<file path="src/rtl/s16x4_bus_arbiter_if.sv">
// Bundle of the two 16-bit master ports, the shared slave port and the grant vector.
// The slave modport is the arbiter's view; the master modport is the surrounding system's view.
interface s16x4_bus_arbiter_if;
    logic [14:0] m0_adr_i;
    logic        m0_we_i;
    logic        m0_cyc_i;
    logic [1:0]  m0_stb_i;
    logic [15:0] m0_dat_i;
    logic        m0_ack_o;
    logic        m0_err_o;
    logic [15:0] m0_dat_o;

    logic [14:0] m1_adr_i;
    logic        m1_we_i;
    logic        m1_cyc_i;
    logic [1:0]  m1_stb_i;
    logic [15:0] m1_dat_i;
    logic        m1_ack_o;
    logic        m1_err_o;
    logic [15:0] m1_dat_o;

    logic [14:0] s_adr_o;
    logic        s_we_o;
    logic        s_cyc_o;
    logic [1:0]  s_stb_o;
    logic [15:0] s_dat_o;
    logic        s_ack_i;
    logic [15:0] s_dat_i;

    logic [1:0]  gnt_o;

    modport slave (
        input  m0_adr_i, m0_we_i, m0_cyc_i, m0_stb_i, m0_dat_i,
        output m0_ack_o, m0_err_o, m0_dat_o,
        input  m1_adr_i, m1_we_i, m1_cyc_i, m1_stb_i, m1_dat_i,
        output m1_ack_o, m1_err_o, m1_dat_o,
        output s_adr_o, s_we_o, s_cyc_o, s_stb_o, s_dat_o,
        input  s_ack_i, s_dat_i,
        output gnt_o
    );

    modport master (
        output m0_adr_i, m0_we_i, m0_cyc_i, m0_stb_i, m0_dat_i,
        input  m0_ack_o, m0_err_o, m0_dat_o,
        output m1_adr_i, m1_we_i, m1_cyc_i, m1_stb_i, m1_dat_i,
        input  m1_ack_o, m1_err_o, m1_dat_o,
        input  s_adr_o, s_we_o, s_cyc_o, s_stb_o, s_dat_o,
        output s_ack_i, s_dat_i,
        input  gnt_o
    );
endinterface

</file>
<file path="src/rtl/s16x4_bus_arbiter.sv">
// Two-master round-robin arbiter onto one 16-bit slave bus; grant one clock after cyc, bus muxed combinationally.
// Non-owner stalls (no ack/err) until the owner drops cyc; owner stalled TIMEOUT strobed cycles gets a one-cycle err.
module s16x4_bus_arbiter #(
    parameter int TIMEOUT = 15
) (
    input  logic                 clk_i,
    input  logic                 res_i,
    s16x4_bus_arbiter_if.slave   bus
);
    localparam logic [7:0] TMO = 8'(TIMEOUT);

    typedef enum logic [1:0] {IDLE, OWN0, OWN1} state_t;

    state_t     state_q, state_d;
    logic       last_q, last_d;      // 1 = m1 owned last, so m0 wins the next tie
    logic [7:0] cnt_q, cnt_d;

    logic       own0, own1, own_cyc, tmo;
    logic [1:0] own_stb;

    assign own0    = (state_q == OWN0);
    assign own1    = (state_q == OWN1);
    assign own_cyc = (own0 & bus.m0_cyc_i) | (own1 & bus.m1_cyc_i);
    assign own_stb = own0 ? bus.m0_stb_i : (own1 ? bus.m1_stb_i : 2'b00);
    assign tmo     = own_cyc && (cnt_q == TMO);

    always_comb begin
        state_d = state_q;
        last_d  = last_q;
        case (state_q)
            IDLE: begin
                if (bus.m0_cyc_i && bus.m1_cyc_i) state_d = last_q ? OWN0 : OWN1;
                else if (bus.m0_cyc_i)            state_d = OWN0;
                else if (bus.m1_cyc_i)            state_d = OWN1;
            end
            OWN0: if (!bus.m0_cyc_i) begin
                last_d  = 1'b0;
                state_d = bus.m1_cyc_i ? OWN1 : IDLE;
            end
            OWN1: if (!bus.m1_cyc_i) begin
                last_d  = 1'b1;
                state_d = bus.m0_cyc_i ? OWN0 : IDLE;
            end
            default: state_d = IDLE;
        endcase

        // Counter restarts on any progress, idle strobe, timeout or ownership change.
        if (state_d != state_q || tmo || bus.s_ack_i || !own_cyc || own_stb == 2'b00)
            cnt_d = 8'd0;
        else
            cnt_d = cnt_q + 8'd1;
    end

    always_ff @(posedge clk_i or negedge res_i) begin
        if (!res_i) begin
            state_q <= IDLE;
            last_q  <= 1'b1;
            cnt_q   <= 8'd0;
        end else begin
            state_q <= state_d;
            last_q  <= last_d;
            cnt_q   <= cnt_d;
        end
    end

    always_comb begin
        bus.s_adr_o = '0;
        bus.s_we_o  = 1'b0;
        bus.s_cyc_o = 1'b0;
        bus.s_stb_o = 2'b00;
        bus.s_dat_o = '0;
        if (own0) begin
            bus.s_adr_o = bus.m0_adr_i;
            bus.s_we_o  = bus.m0_we_i;
            bus.s_cyc_o = bus.m0_cyc_i;
            bus.s_stb_o = bus.m0_stb_i;
            bus.s_dat_o = bus.m0_dat_i;
        end else if (own1) begin
            bus.s_adr_o = bus.m1_adr_i;
            bus.s_we_o  = bus.m1_we_i;
            bus.s_cyc_o = bus.m1_cyc_i;
            bus.s_stb_o = bus.m1_stb_i;
            bus.s_dat_o = bus.m1_dat_i;
        end
    end

    assign bus.m0_ack_o = bus.s_ack_i & own0 & bus.m0_cyc_i & ~tmo;
    assign bus.m1_ack_o = bus.s_ack_i & own1 & bus.m1_cyc_i & ~tmo;
    assign bus.m0_err_o = own0 & tmo;
    assign bus.m1_err_o = own1 & tmo;
    assign bus.m0_dat_o = bus.s_dat_i;
    assign bus.m1_dat_o = bus.s_dat_i;
    assign bus.gnt_o    = {own1, own0};
endmodule

</file>
<file path="src/flat_wrapper.sv">
// flat-port wrapper written by rule: the top's interface ports become plain ports
module s16x4_bus_arbiter_flat 
#(
    parameter int TIMEOUT = 15
)
  (clk_i, res_i, bus_m0_adr_i, bus_m0_we_i, bus_m0_cyc_i, bus_m0_stb_i, bus_m0_dat_i, bus_m0_ack_o, bus_m0_err_o, bus_m0_dat_o, bus_m1_adr_i, bus_m1_we_i, bus_m1_cyc_i, bus_m1_stb_i, bus_m1_dat_i, bus_m1_ack_o, bus_m1_err_o, bus_m1_dat_o, bus_s_adr_o, bus_s_we_o, bus_s_cyc_o, bus_s_stb_o, bus_s_dat_o, bus_s_ack_i, bus_s_dat_i, bus_gnt_o);
  s16x4_bus_arbiter_if bus_i ();
  input  logic clk_i;
  input  logic res_i;
  input wire logic [$bits(bus_i.m0_adr_i)-1:0] bus_m0_adr_i;
  input wire logic [$bits(bus_i.m0_we_i)-1:0] bus_m0_we_i;
  input wire logic [$bits(bus_i.m0_cyc_i)-1:0] bus_m0_cyc_i;
  input wire logic [$bits(bus_i.m0_stb_i)-1:0] bus_m0_stb_i;
  input wire logic [$bits(bus_i.m0_dat_i)-1:0] bus_m0_dat_i;
  output wire logic [$bits(bus_i.m0_ack_o)-1:0] bus_m0_ack_o;
  output wire logic [$bits(bus_i.m0_err_o)-1:0] bus_m0_err_o;
  output wire logic [$bits(bus_i.m0_dat_o)-1:0] bus_m0_dat_o;
  input wire logic [$bits(bus_i.m1_adr_i)-1:0] bus_m1_adr_i;
  input wire logic [$bits(bus_i.m1_we_i)-1:0] bus_m1_we_i;
  input wire logic [$bits(bus_i.m1_cyc_i)-1:0] bus_m1_cyc_i;
  input wire logic [$bits(bus_i.m1_stb_i)-1:0] bus_m1_stb_i;
  input wire logic [$bits(bus_i.m1_dat_i)-1:0] bus_m1_dat_i;
  output wire logic [$bits(bus_i.m1_ack_o)-1:0] bus_m1_ack_o;
  output wire logic [$bits(bus_i.m1_err_o)-1:0] bus_m1_err_o;
  output wire logic [$bits(bus_i.m1_dat_o)-1:0] bus_m1_dat_o;
  output wire logic [$bits(bus_i.s_adr_o)-1:0] bus_s_adr_o;
  output wire logic [$bits(bus_i.s_we_o)-1:0] bus_s_we_o;
  output wire logic [$bits(bus_i.s_cyc_o)-1:0] bus_s_cyc_o;
  output wire logic [$bits(bus_i.s_stb_o)-1:0] bus_s_stb_o;
  output wire logic [$bits(bus_i.s_dat_o)-1:0] bus_s_dat_o;
  input wire logic [$bits(bus_i.s_ack_i)-1:0] bus_s_ack_i;
  input wire logic [$bits(bus_i.s_dat_i)-1:0] bus_s_dat_i;
  output wire logic [$bits(bus_i.gnt_o)-1:0] bus_gnt_o;
  assign bus_i.m0_adr_i = bus_m0_adr_i;
  assign bus_i.m0_we_i = bus_m0_we_i;
  assign bus_i.m0_cyc_i = bus_m0_cyc_i;
  assign bus_i.m0_stb_i = bus_m0_stb_i;
  assign bus_i.m0_dat_i = bus_m0_dat_i;
  assign bus_m0_ack_o = bus_i.m0_ack_o;
  assign bus_m0_err_o = bus_i.m0_err_o;
  assign bus_m0_dat_o = bus_i.m0_dat_o;
  assign bus_i.m1_adr_i = bus_m1_adr_i;
  assign bus_i.m1_we_i = bus_m1_we_i;
  assign bus_i.m1_cyc_i = bus_m1_cyc_i;
  assign bus_i.m1_stb_i = bus_m1_stb_i;
  assign bus_i.m1_dat_i = bus_m1_dat_i;
  assign bus_m1_ack_o = bus_i.m1_ack_o;
  assign bus_m1_err_o = bus_i.m1_err_o;
  assign bus_m1_dat_o = bus_i.m1_dat_o;
  assign bus_s_adr_o = bus_i.s_adr_o;
  assign bus_s_we_o = bus_i.s_we_o;
  assign bus_s_cyc_o = bus_i.s_cyc_o;
  assign bus_s_stb_o = bus_i.s_stb_o;
  assign bus_s_dat_o = bus_i.s_dat_o;
  assign bus_i.s_ack_i = bus_s_ack_i;
  assign bus_i.s_dat_i = bus_s_dat_i;
  assign bus_gnt_o = bus_i.gnt_o;
  s16x4_bus_arbiter #(.TIMEOUT(TIMEOUT)) u_core (.clk_i(clk_i), .res_i(res_i), .bus(bus_i));
endmodule
</file>
<file path="config.mk">
export PLATFORM = sky130hd
export DESIGN_NAME = s16x4_bus_arbiter_flat
export DESIGN_NICKNAME = d
export VERILOG_FILES = /design/src/rtl/s16x4_bus_arbiter_if.sv /design/src/rtl/s16x4_bus_arbiter.sv /design/src/flat_wrapper.sv
export SDC_FILE = /design/constraint.sdc
export NUM_CORES = 1
export LEC_CHECK = 0
export BUFFER_PORTS_ARGS = -buffer_cell sky130_fd_sc_hd__buf_2
export CAP_MARGIN = 0
export CORE_ASPECT_RATIO = 0.9
export CORE_MARGIN = 2
export CORE_UTILIZATION = 36
export CTS_BUF_LIST = sky130_fd_sc_hd__clkbuf_8
export DETAILED_ROUTE_END_ITERATION = 8
export PLACE_DENSITY = 0.87
export SLEW_MARGIN = 20
export SYNTH_ARGS = -nofsm -noshare
export SYNTH_HDL_FRONTEND = slang
export SYNTH_SLANG_ARGS = --single-unit
export TNS_END_PERCENT = 30
</file>
<file path="constraint.sdc">
create_clock -name clk_i -period 4.5 [get_ports clk_i]
set_input_delay 0.9 -clock clk_i [delete_from_list [all_inputs] [get_ports clk_i]]
set_output_delay 0.9 -clock clk_i [all_outputs]
set_load 0.01 [all_outputs]
</file>
==> metrics.txt, run 1 <==
status completed; Max Cap Viol 0; utilization after layout 48.5%; Max Used Layer met4; Setup Crit Path Kind reg -> out; Diodes inserted 0; slowest stage cell, crit path nor2b_2; vias per cell 5.20; # resized after CTS 0; crit path from u_core.state_q[1]; Synth area leader a22o_1; post-synthesis compound-gate area fraction 32.7%; Seq/Total Area, Yosys 21.4%; Slew @ Worst Pin 0.585 ns; vias in the first global route 1134; max-slew violations 0; worst hold path type reg -> reg; clock buffer depth 2; routed wire length 4.12 mm; Fill cells 324; CP arrival 2.04 ns; Hold Crit Depth 1; Syn Std Cell Area 0.00129 mm^2; GRT Residual Overflow 0; Post-layout nets 306; top_reg_cell synth dfrtp_1; RSZ-0062 raised after global routing false; Simple-Gate Fraction of Synth Area 17.1%; Die ar. 0.00408 mm^2; final setup violation count 0; hold-fix buffers at CTS 0; largest net degree at the start of global routing 33; main combinational cell family by area after synthesis compound AO/OA/AOI/OAI gates; Starting Density 37.9%; clk_lat worst skew 0.24 ns; worst r2r dst u_core.cnt_q[5]; most frequent cell after synthesis buf_4; Net Sw Power 0.000176 W; die width 67.1 um; GP Congestion 0.740; Iter 0 DRT Violations 30; reg2reg path depth 4; Final Cycle Share 65.3%; synth top area cells a22o_1 23%, buf_4 21%, dfrtp_1 19%; Post-Syn Nets 230; Crit. End Element primary output; detailed placement HPWL 3.38 mm; VDD IR-drop max 0.227 mV; Power Density 281 mW/mm^2; Met3 Wirelength 459 um; Synth top cells by count 36 x buf_4, 34 x a22o_1, 10 x dfrtp_1; I/O Buffers 113; Max Fclk 341 MHz; WL/cell 15.9 um; Worst setup SP type register; Sw Ratio 38.0%; Hold Path Sink u_core.cnt_q[0]; antenna-violating nets left 0; share of layout cells above drive strength 1 61.9%; CTS Buf Count 3; total power 0.000464 W; Met1 Wirelength 1.36 mm; Async SR Flop Fraction 100%; CP delay by family, top simple AND/OR/NAND/NOR gates; Worst Path Max Fanout 22; Slowest Stage Delay on Critical Path 0.57 ns; fraction of synthesized area in multiplexers 0%; Reg-to-Reg Start u_core.cnt_q[0]; part of the power in the clock network 20.6%; top-area cell type share of the netlist area 23.1%; CTS Sinks 11; Cell variety after synth 34; min Tclk post-route 2.94 ns; Worst Skew 0.00313 ns; Rel. slew slack 60.8%; Gate power share 53.8%; Site Rows 20; Worst EP required 3.60 ns; DRC violations left 0; Ports 162; Hold Crit Start u_core.cnt_q[0]; setup TNS 0 ns; Layout area overhead 27.9%; Core Area 0.00340 mm^2; Yosys warning count 0; internal power 0.000287 W; final hold viol count 0; TritonRoute pass-1 iters 4; Buffers & Inverters on Critical Path 2; Post-Synth XOR/XNOR Area 2.03%; Avg Inst Size Synth 9.22 um^2; initial antenna violation count 0; Mapped Cells 140; htree depth 1; met2 wire length 2.27 mm; Vias 1348; setup bufs post-CTS 0; P_leak 0.903 nW; CTS tree built; Post-synth EDFFs 0; R2R Setup Slk 2.88 ns; Synth Area in Adders 0.969%; root cell of the clock tree clkbuf_8; Seq pwr share 25.6%; clock transition at the registers of the reported paths 0.05 ns; GRT Total Usage 17.3%; crit-path cells nor2b_2 > buf_4 > nor3b_1 > buf_2; global-route wire length before repair 5.20 mm; Die Y-Extent 60.8 um; #FFs+latches synth 11
==> worst max-delay path by stage <==
stage | end | cells past startpoint
after global routing | bus_m1_err_o | 4
after detailed placement | bus_m1_err_o | 4
after CTS | bus_m1_err_o | 4
after floorplan | bus_m0_err_o | 3
final | bus_m1_err_o | 4
after global placement | bus_m1_err_o | 4
==> worst reg2reg max path: stages (launching register included) <==
cell,delay [ns]
dfrtp_1,0.41
ha_1,0.26
and3_1,0.24
a221o_4,0.46
a211oi_2,0.17
==> cells by family after synthesis <==
group,after synthesis
adders and majority gates,1
and+or+nand+nor,30
buffers and inverters,47
AOI/OAI and AO/OA,48
xor gates and xnor gates,3
DFF,11
==> layout make-up <==
cell class                 count  area [um^2]  share of cell area (%)
tap                           44         55.1                    3.33
inverter                       3         11.3                   0.682
clock inverter                 1         3.75                   0.227
multi-input combinational     82          683                    41.4
clock buffer                   3         41.3                    2.50
timing repair buffer         115          581                    35.2
sequential                    11          277                    16.7
==> layout by cell type (no fill, tap or decap), drive strengths merged, types with 2 or more instances in the layout <==
master / instances
or3: 3
nand3: 3
nor2: 2
o21ai: 6
nor3: 4
and4: 2
nand2: 2
a211oi: 3
and2: 2
buf: 115
nand3b: 2
nor3b: 3
clkbuf: 3
nor2b: 3
xnor2: 2
dfrtp: 10
a22o: 34
inv: 4
==> layer usage <==
metal | global-route usage, % | vias to the layer above
li1 | - | 642
met1 | 17.1 | 608
met2 | 34.7 | 95
met3 | 5.57 | 3
met4 | 4.37 | 0
met5 | 0 | -
==> sequential cells by signal, indices dropped and copies added (netlist names) <==
register	cells
u_core.last_q	1
u_core.state_q	2
u_core.cnt_q	8
==> metrics by stage <==
stage	cell area [um^2]	setup slack, ns	cells	hold slack (ns)
floorplan	1290	2.11	140	0.469
global placement	1610	1.88	255	0.489
detailed placement	1610	1.81	255	0.500
CTS	1650	1.56	259	0.511
global route	1650	1.45	259	0.531
finish	1650	1.56	259	0.506
==> power groups by stage <==
| stage | clock network, W | registers [W] | logic (W) |
|---|---|---|---|
| after detailed placement | 0 | 0.000120 | 0.000251 |
| after global routing | 0.000104 | 0.000120 | 0.000268 |
| after CTS | 0.0000989 | 0.000118 | 0.000253 |
| final | 0.0000957 | 0.000119 | 0.000250 |
| after floorplan | 0 | 0.000112 | 0.000195 |
| after global placement | 0 | 0.000119 | 0.000251 |
No activity file was read; power rests on OpenSTA's default activity.
==> run 2: changes to the inputs <==
--- a/config.mk
+++ b/config.mk
@@ -9,10 +9,10 @@
 export CAP_MARGIN = 0
 export CORE_ASPECT_RATIO = 0.9
 export CORE_MARGIN = 2
-export CORE_UTILIZATION = 36
+export CORE_UTILIZATION = 30
 export CTS_BUF_LIST = sky130_fd_sc_hd__clkbuf_8
 export DETAILED_ROUTE_END_ITERATION = 8
-export PLACE_DENSITY = 0.87
+export PLACE_DENSITY = 0.77
 export SLEW_MARGIN = 20
 export SYNTH_ARGS = -nofsm -noshare
 export SYNTH_HDL_FRONTEND = slang
==> constraint.sdc (replaced) <==
create_clock -name clk_i -period 2.5 [get_ports clk_i]
set_input_delay 0.5 -clock clk_i [delete_from_list [all_inputs] [get_ports clk_i]]
set_output_delay 0.5 -clock clk_i [all_outputs]
set_load 0.01 [all_outputs]
==> metrics.txt, run 2 (synthesis results as in run 1) <==
status completed; Max Used Layer met4; worst hold path type in -> async; Die Y-Extent 66.2 um (+8.9%); R2R Setup Slk 0.86 ns (-2.02 ns); leading cell type in the layout, fill and taps excluded buf_2; Power Density 509 mW/mm^2 (+81%); I/O Buffers 113 (unchanged); RSZ-0062 raised after global routing false; detailed placement HPWL 3.78 mm (+12%); GRT Total Usage 15.6% (-1.7 points); final setup violation count 0 (unchanged); Starting Density 31.5% (-6.5 points); vias per cell 5.06 (-2.7%); Biggest register u_core.cnt_q; Rel. slew slack 62.0% (+1.2 points); clock transition at the registers of the reported paths 0.05 ns (about the same); Ports 162 (unchanged); max-slew violations 0 (unchanged); htree depth 1 (unchanged); root cell of the clock tree clkbuf_8; Slew @ Worst Pin 0.569 ns (-0.0165 ns); worst r2r dst u_core.cnt_q[2]; GP Congestion 0.809 (+9.3%); Vias 1342 (-0.45%); pre-CTS setup slack 0.470 ns (-1.34 ns); CP arrival 1.76 ns (-0.28 ns); Core Area 0.00410 mm^2 (+21%); Max Cap Viol 0 (unchanged); clk_lat worst skew 0.23 ns (about the same); P_leak 0.913 nW (+1.1%); Met3 Wirelength 449 um (-2.2%); CTS Sinks 11 (unchanged); Max Fclk 442 MHz; hold slack 0.123 ns (-0.383 ns); Diodes inserted 0 (unchanged); routed wire length 4.46 mm (+8.2%); Largest register FFs 8 (unchanged); clock buffer depth 2 (unchanged); hold-fix buffers at CTS 0 (unchanged); DRC violations left 0 (unchanged); initial antenna violation count 0 (unchanged); antenna-violating nets left 0 (unchanged); WL/cell 16.8 um (+5.8%); total power 0.000851 W (+83%); Site Rows 22 (+10%); reg2reg path depth 4 (unchanged); area of the multi-input gates 683 um^2 (unchanged); global-route wire length before repair 5.68 mm (+9.2%); GRT Residual Overflow 0 (unchanged); setup bufs post-CTS 0 (unchanged); largest net degree at the start of global routing 22 (-33%); # resized after CTS 0 (unchanged); min Tclk post-route 2.26 ns; Regs by FF count u_core.cnt_q: 8 flops, u_core.state_q: 2 flops, u_core.last_q: 1 flops; VDD IR-drop max 0.172 mV (-24%); flip-flop and latch area 277 um^2 (unchanged); Worst Path Max Fanout 5 (-77%); Worst setup SP type register; Worst Skew 0.00175 ns (-0.00138 ns); share of layout cells above drive strength 1 62.2% (+0.35 points); Setup Crit Path Kind reg -> out; Iter 0 DRT Violations 29 (-3.3%); CTS tree built; die width 73.2 um (+9.0%); CTS Buf Count 3 (unchanged); met2 wire length 2.28 mm (+0.31%); Die ar. 0.00485 mm^2 (+19%); Worst EP required 2.00 ns (-1.60 ns); Post-layout nets 308 (+0.65%); Final Cycle Share 90.5%; Crit. End Element primary output; Layout area overhead 29.5%; Met1 Wirelength 1.70 mm (+25%); most frequent cells in the layout 113 x buf_2, 34 x a22o_1, 10 x dfrtp_1; TritonRoute pass-1 iters 4 (unchanged); final hold viol count 0 (unchanged); worst setup margin 0.236 ns (-1.33 ns); vias in the first global route 1149 (+1.3%); Fill cells 423 (+31%); Reg-to-Reg Start u_core.state_q[0]; setup TNS 0 ns (unchanged)
==> run 2: cell count changes in the layout (fill, tap and decap cells not counted) <==
| cell | delta |
|---|---|
| buf_4 | +2 |
==> run 2: layout make-up <==
| class | instances | share of cell area, % |
|---|---|---|
| clock inverters | 1 | 0.225 |
| multi-input cells | 82 | 40.9 |
| inverters | 3 | 0.674 |
| well taps | 48 | 3.59 |
| clock buffers | 3 | 2.47 |
| flip-flops and latches | 11 | 16.5 |
| repair buffers | 117 | 35.6 |
==> run 2: worst max-delay path: stages (launching register included) <==
cell,delay [ns]
dfrtp_1,0.42
nor4_1,0.46
nand2_1,0.18
nor3b_1,0.28
buf_2,0.19
==> run 2: routing by layer <==
layer | vias up | track usage [%]
li1 | 642 | -
met1 | 618 | 18.3
met2 | 78 | 27.0
met3 | 4 | 5.64
met4 | 0 | 3.47
met5 | - | 0
==> run 2: worst max-delay path by stage <==
stage / start / to / slack (ns)
finish: u_core.cnt_q[4] / bus_m0_err_o / 0.24
global route: u_core.cnt_q[4] / bus_m0_err_o / 0.06
CTS: u_core.cnt_q[4] / bus_m0_err_o / 0.20
detailed placement: u_core.cnt_q[4] / bus_m0_err_o / 0.47
global placement: u_core.cnt_q[4] / bus_m0_err_o / 0.53
floorplan: u_core.cnt_q[4] / bus_m0_err_o / 0.73
==> run 2: power by group <==
part	total, W	leakage [nW]	internal, W	switching (W)
logic	0.000466	0.739	0.000224	0.000242
clock network	0.000171	0.0269	0.000108	0.0000635
registers	0.000214	0.147	0.000193	0.0000204
total	0.000851	0.913	0.000525	0.000326
==> run 2: metrics by stage <==
step	util (%)	cell area (um^2)	instances
6_report	40.8	1670	265
5_1_grt	40.8	1670	265
4_1_cts	40.8	1670	265
3_5_place_dp	39.7	1630	261
3_3_place_gp	39.7	1630	261
2_1_floorplan	-	1290	140
